--- src/rtl/counter_pkg.sv ---
// counter_pkg -- constants shared by the modulo-N digit counter slice.
//   DEFAULT_WIDTH / DEFAULT_MODULUS : one BCD digit out of the box
//   BCD_MODULUS / HEX_MODULUS       : common digit radices
//   UP / DOWN                       : encoding of the Up direction input
package counter_pkg;

   localparam int   DEFAULT_WIDTH   = 4;
   localparam int   DEFAULT_MODULUS = 10;
   localparam int   BCD_MODULUS     = 10;
   localparam int   HEX_MODULUS     = 16;

   localparam logic UP   = 1'b1;
   localparam logic DOWN = 1'b0;

endpackage : counter_pkg

--- src/rtl/mod_next.sv ---
// mod_next -- combinational next-value generator for a modulo-N digit.
//   q    : current count (always < MODULUS)
//   up   : direction, UP = increment, DOWN = decrement
//   nxt  : count after one step, wrapped into 0..MODULUS-1
//   wrap : the step crosses the terminal value (MODULUS-1 up, 0 down)
module mod_next
   import counter_pkg::*;
#(
   parameter int WIDTH   = DEFAULT_WIDTH,
   parameter int MODULUS = DEFAULT_MODULUS
) (
   input  logic [WIDTH-1:0] q,
   input  logic             up,
   output logic [WIDTH-1:0] nxt,
   output logic             wrap
);

   // One extra bit so MODULUS = 2**WIDTH is representable and q+1 never aliases.
   localparam logic [WIDTH:0] MOD_EXT = (WIDTH+1)'(MODULUS);
   localparam logic [WIDTH:0] LAST    = (WIDTH+1)'(MODULUS - 1);
   localparam logic [WIDTH:0] ONE     = (WIDTH+1)'(1);

   logic [WIDTH:0] qx;
   logic [WIDTH:0] inc;
   logic [WIDTH:0] sum;

   always_comb begin
      qx   = {1'b0, q};
      inc  = qx + ONE;
      sum  = qx;
      wrap = 1'b0;
      if (up == UP) begin
         if (inc == MOD_EXT) begin
            sum  = '0;
            wrap = 1'b1;
         end else begin
            sum  = inc;
         end
      end else begin
         if (qx == '0) begin
            sum  = LAST;
            wrap = 1'b1;
         end else begin
            sum  = qx - ONE;
         end
      end
      nxt = WIDTH'(sum);
   end

endmodule : mod_next

--- src/rtl/mod_counter.sv ---
// mod_counter -- registered modulo-N up/down digit counter with synchronous load.
//   Clock   : rising-edge clock
//   Reset   : synchronous active-high reset
//   Load    : load D this edge (wins over Enable)
//   D       : load value; D >= MODULUS loads 0 and flags LoadErr
//   Enable  : count enable / carry-borrow in from the previous digit
//   Up      : 1 = count up, 0 = count down
//   Q       : registered count, always < MODULUS
//   Cout    : combinational terminal-count carry/borrow out to next digit
//   Wrap    : registered one-cycle pulse after a wrap-around
//   LoadErr : registered one-cycle pulse after an out-of-range load
module mod_counter
   import counter_pkg::*;
#(
   parameter int WIDTH   = DEFAULT_WIDTH,
   parameter int MODULUS = DEFAULT_MODULUS
) (
   input  logic             Clock,
   input  logic             Reset,
   input  logic             Load,
   input  logic [WIDTH-1:0] D,
   input  logic             Enable,
   input  logic             Up,
   output logic [WIDTH-1:0] Q,
   output logic             Cout,
   output logic             Wrap,
   output logic             LoadErr
);

   if (MODULUS < 2 || MODULUS > (2 ** WIDTH)) begin : g_bad_modulus
      $error("mod_counter: MODULUS %0d illegal for WIDTH %0d", MODULUS, WIDTH);
   end

   localparam logic [WIDTH:0] MOD_EXT = (WIDTH+1)'(MODULUS);

   logic [WIDTH-1:0] nxt;
   logic             at_term;
   logic             load_ok;

   mod_next #(
      .WIDTH   (WIDTH),
      .MODULUS (MODULUS)
   ) u_next (
      .q    (Q),
      .up   (Up),
      .nxt  (nxt),
      .wrap (at_term)
   );

   assign load_ok = ({1'b0, D} < MOD_EXT);

   always_ff @(posedge Clock) begin
      if (Reset) begin
         Q       <= '0;
         Wrap    <= 1'b0;
         LoadErr <= 1'b0;
      end else if (Load) begin
         Q       <= load_ok ? D : '0;
         Wrap    <= 1'b0;
         LoadErr <= ~load_ok;
      end else if (Enable) begin
         Q       <= nxt;
         Wrap    <= at_term;
         LoadErr <= 1'b0;
      end else begin
         Wrap    <= 1'b0;
         LoadErr <= 1'b0;
      end
   end

   // at_term already encodes (Up ? Q==MODULUS-1 : Q==0) for the current Q.
   assign Cout = ~Reset & Enable & ~Load & at_term;

endmodule : mod_counter

--- config.mk ---
export PLATFORM = sky130hd
export DESIGN_NAME = mod_counter
export DESIGN_NICKNAME = d
export VERILOG_FILES = /design/src/rtl/counter_pkg.sv /design/src/rtl/mod_next.sv /design/src/rtl/mod_counter.sv
export SDC_FILE = /design/constraint.sdc
export NUM_CORES = 1
export LEC_CHECK = 0
export CORE_AREA = 2 2 39 41
export DETAILED_ROUTE_END_ITERATION = 10
export DIE_AREA = 0 0 41 43
export GPL_TIMING_DRIVEN = 0
export MAX_ROUTING_LAYER = met4
export PLACE_DENSITY = 0.75
export SLEW_MARGIN = 25
export SYNTH_ARGS = -nofsm -noshare
export SYNTH_HDL_FRONTEND = slang
export SYNTH_SLANG_ARGS = --single-unit
--- constraint.sdc ---
create_clock -name Clock -period 5.05 [get_ports Clock]
set_clock_uncertainty 0.2 [all_clocks]
set_input_delay 0.505 -clock Clock [delete_from_list [all_inputs] [get_ports Clock]]
set_output_delay 0.505 -clock Clock [all_outputs]
set_load 0.1 [all_outputs]
# Yosys cells after proc, flatten, opt, wreduce, memory -nomap -nowiden
# Cells that the tools add are included.
# W data, S select, Z words.
# totals
register_bits	6
input_bits	9
output_inout_bits	7
# classes
addsub	2
n_lt_le_gt_ge	1
eq_ne	1
muxes	9
n_bitwise	7
reduce_logical	4
# ops
op	count
$mux W4	6
$add A4 B1 Y5 const B	1
$eq A5 B4 Y1 const B	1
$logic_not A4 Y1	1
$lt A4 B4 Y1 const B	1
$not A1 Y1	4
$sub A4 B1 Y4 const B	1
$and A1 B1 Y1	3
$mux W1	3
$reduce_or A3 Y1	1
$reduce_bool A2 Y1	1
$reduce_or A2 Y1	1

# Depth between registers and ports, before layout
# logic_depth
depth_word	6
ltp_mapped	6
depth_no_buf	6

# Modules after synthesis
# From an unflattened synthesis, not the netlist that was laid out.
# unflattened
cells_unflattened	69
hier_area_um2	523.0
# modules_own_cells
mod	instances	cells_per_inst	area_each_um2
mod_counter	1	29	284.0
mod_next	1	40	239.0

# Worst setup path before layout
# OpenSTA, ideal clock, no wires.
# synth_path
path_kind	flip-flop to output port
startpoint	reg Q[1]
endpoint	out Cout
t_arrival_ns	3.874
slack_ns	0.471
stages_incl_launch_ff	6
path_buffers	0
cell_sequence	dfxtp_1 > ha_1 > nand2b_2 > o22ai_2 > a32oi_1 > nor3_1
# synth_between
elab_chain_cells	5
elab_cells_between_ends	7
classes_between	1 x add/sub; 1 x eq/ne; 3 x mux; 1 x bitwise; 1 x reduce/logical
# synth_rtl
element	line_no	text
start, declared	mod_counter.sv:24	output logic [WIDTH-1:0] Q,
start signal, assigned	mod_counter.sv:58	Q <= load_ok ? D : '0;
start signal, assigned	mod_counter.sv:62	Q <= nxt;
$add A4 B1 Y5	mod_next.sv:29	inc = qx + ONE;
$eq A5 B4 Y1	mod_next.sv:33	if (inc == MOD_EXT) begin
$mux W1	mod_next.sv:33	
$mux W1 (*)	mod_next.sv:32	if (up == UP) begin
$and A1 B1 Y1 (*)	mod_counter.sv:72	assign Cout = ~Reset & Enable & ~Load & at_term;
end, declared	mod_counter.sv:25	output logic Cout,
# Mark *: on every way between the ends. The rest lies on a longest branch, timed or not.

# Worst setup path after layout
# Ends and elaborated chain as after synthesis.

==> run metrics <==
initial antenna violation count 0; setup bufs post-CTS 0; register area share after synthesis 23.6%; Max Cap Viol 0; global-route wire length before repair 1920 microns; gr ovfl total 0; root buf cell clkbuf_4; Sink Count 6; Hold Path Stages 2; Post-Syn Instances 64; largest fanout on the critical path 6; pre-CTS WS 1.61 ns; worst flop-to-flop path endpoint Q[0]$_SDFFE_PP0P_; chip width 41 microns; CTS HTree Levels 1; number of I/O pins 16; vias in the first global route 466; Fmax 285 MHz; CTS Buf Count 3; critical-path cell list ha_1, nand2b_2, o22ai_2, a32oi_1, nor3_1, clkdlybuf4s50_1; result of the run finished, final reports clean; Via density 5.59; Rel. slew slack 35.4%; later-pin clock latency in the skew report 0.25 ns; static leakage power 0.239 nW; worst-margin pin slew 0.967 ns; cell family with most CP delay buffers and inverters; synth warn 0; largest net degree at the start of global routing 11; Slowest cell on crit path clkdlybuf4s50_1; Vert. Die Dim 43 microns; routed length per placed instance 12.7 microns; setup slack, reg-to-reg 3.20 ns; GRT Util Overall 17.0%; Pre-antenna DRT Iters 4; Placed Cells 95; detailed placement HPWL 968 microns; critical path type flop to output port; die area 1760 sq um; ANT nets after route 0; r2r worst-path depth 6; Placeable Area 1380 sq um; fin crit share 69.6%; row cnt 14; Worst Hold End Q[0]$_SDFFE_PP0P_; Post-Layout Cell Count 98; startpoint types flop; Synth cell types 31; Tmin final 3.51 ns; Layout area overhead 37.9%; #FFs+latches synth 6; fin util 50.6%; Hold Path Origin Q[0]$_SDFFE_PP0P_; DRC Markers 0; TritonCTS clock tree built; vias 548; unrepaired setup endpoints after global routing false; nets@finish 96; Mapped Avg Cell Area 7.94 sq um; clock buffer depth 2; r2r startpoint Q[0]$_SDFFE_PP0P_; Final TNS setup 0 ns; clk slew on worst S/H paths 0.05 ns; DR iter-0 viols 10; IO Port Bufs 15; crit path setup slack, layout 1.54 ns; Power Total 0.170 mW; crit path DAT 2.81 ns; Inserted Diodes 0; fin. max-slew vios 0; Initial Util 36.7%; hold buffers post-CTS 0; final setup violation count 0; WP buf/inv 1; Final Hold Fails 0; Peak VDD IR 0.0000916 V; crit end category output port; Worst path max stage delay 1.16 ns; worst setup path start Q[1]$_SDFFE_PP0P_; CP Data Required Time 4.35 ns; power per cell area 243 nW/um^2; hold crit path type flop to flop; share of cells above drive strength 1 12.2%; WL final 1250 microns; Routability Congestion 0.753; post-cts sizing count 0; Mapped Nets 76; Synth Cell Area 508 sq um
flip-flops by register name, summed over array words and instances (netlist names):
signal,cells
LoadErr,1
Wrap,1
Q,4
synthesized netlist by cell type, drive strengths merged:
cell type	n	area (sq um)
a211o	1	8.76
a211oi	2	15.0
a21oi	4	20.0
a221oi	1	15.0
a311o	1	10.0
a31oi	2	12.5
a32oi	1	8.76
a41oi	1	8.76
and2	1	6.26
buf	2	22.5
clkbuf	1	3.75
dfxtp	6	120
ha	3	37.5
inv	3	11.3
nand2	6	22.5
nand2b	4	27.5
nand3	2	15.0
nand3b	1	7.51
nor2	6	22.5
nor2b	1	8.76
nor3	5	25.0
o2111ai	1	8.76
o21a	1	7.51
o21ai	3	15.0
o21bai	1	7.51
o22ai	1	12.5
o31a	1	8.76
o32a	1	10.0
xnor2	1	8.76
kinds of logic after synthesis:
family	synth area share (%)
compound gates	33.3
buf+inv	7.39
xor+xnor	1.72
flops	23.6
fa+ha+maj	7.39
simple gates	26.6
per-stage QoR:
step	hold slack [ns]	instance area [sq um]
after global placement	0.420	678
after global routing	0.446	701
after detailed placement	0.409	678
final	0.414	701
after CTS	0.416	701
after floorplan	0.371	508
tightest hold or removal path, stage by stage, from the launching register on:
cell	delay (ns)
dfxtp_1	0.36
inv_1	0.13
a221oi_2	0.07
cells in the final DEF, fill, tap and decap left out, types with 2 or more instances in the layout:
cell type | Yosys | layout
dfxtp_1 | 6 | 6
nand2b_1 | 3 | 3
ha_1 | 3 | 3
nand2_1 | 6 | 6
buf_6 | 2 | 2
a211oi_1 | 2 | 2
nor2_1 | 6 | 6
a31oi_1 | 2 | 2
inv_1 | 3 | 3
a21oi_1 | 4 | 4
o21ai_0 | 3 | 3
clkdlybuf4s50_1 | 0 | 15
clkbuf_4 | 0 | 3
nor3_1 | 5 | 5
area by class of cell:
cell class	instances	area, sq um
fillers	153	683
multi-input cells	52	350
repair buffers	15	150
flip-flops and latches	6	120
plain buffers	3	26.3
clock buffers	3	22.5
well taps	16	20.0
inverters	3	11.3
how the worst max path moves through the flow:
stage                     endpoint  slack (ns)  cells after the start
final                         Cout        1.54                      6
after global placement        Cout        1.62                      5
after CTS                     Cout        1.52                      6
after global routing          Cout        1.37                      6
after floorplan               Cout        0.47                      5
after detailed placement      Cout        1.61                      5
routing by layer:
layer | track usage, % | vias up | routed length, microns
met4 | 12.0 | 0 | 29
met5 | - | - | 0
li1 | - | 278 | -
met2 | 24.7 | 17 | 617
met3 | 4.71 | 3 | 53
met1 | 19.2 | 250 | 550
power breakdown:
part / internal [mW] / switching, mW
sequential: 0.0503 / 0.00309
clock: 0.0271 / 0.0202
combinational: 0.0250 / 0.0446
No activity file was read; power rests on OpenSTA's default activity.
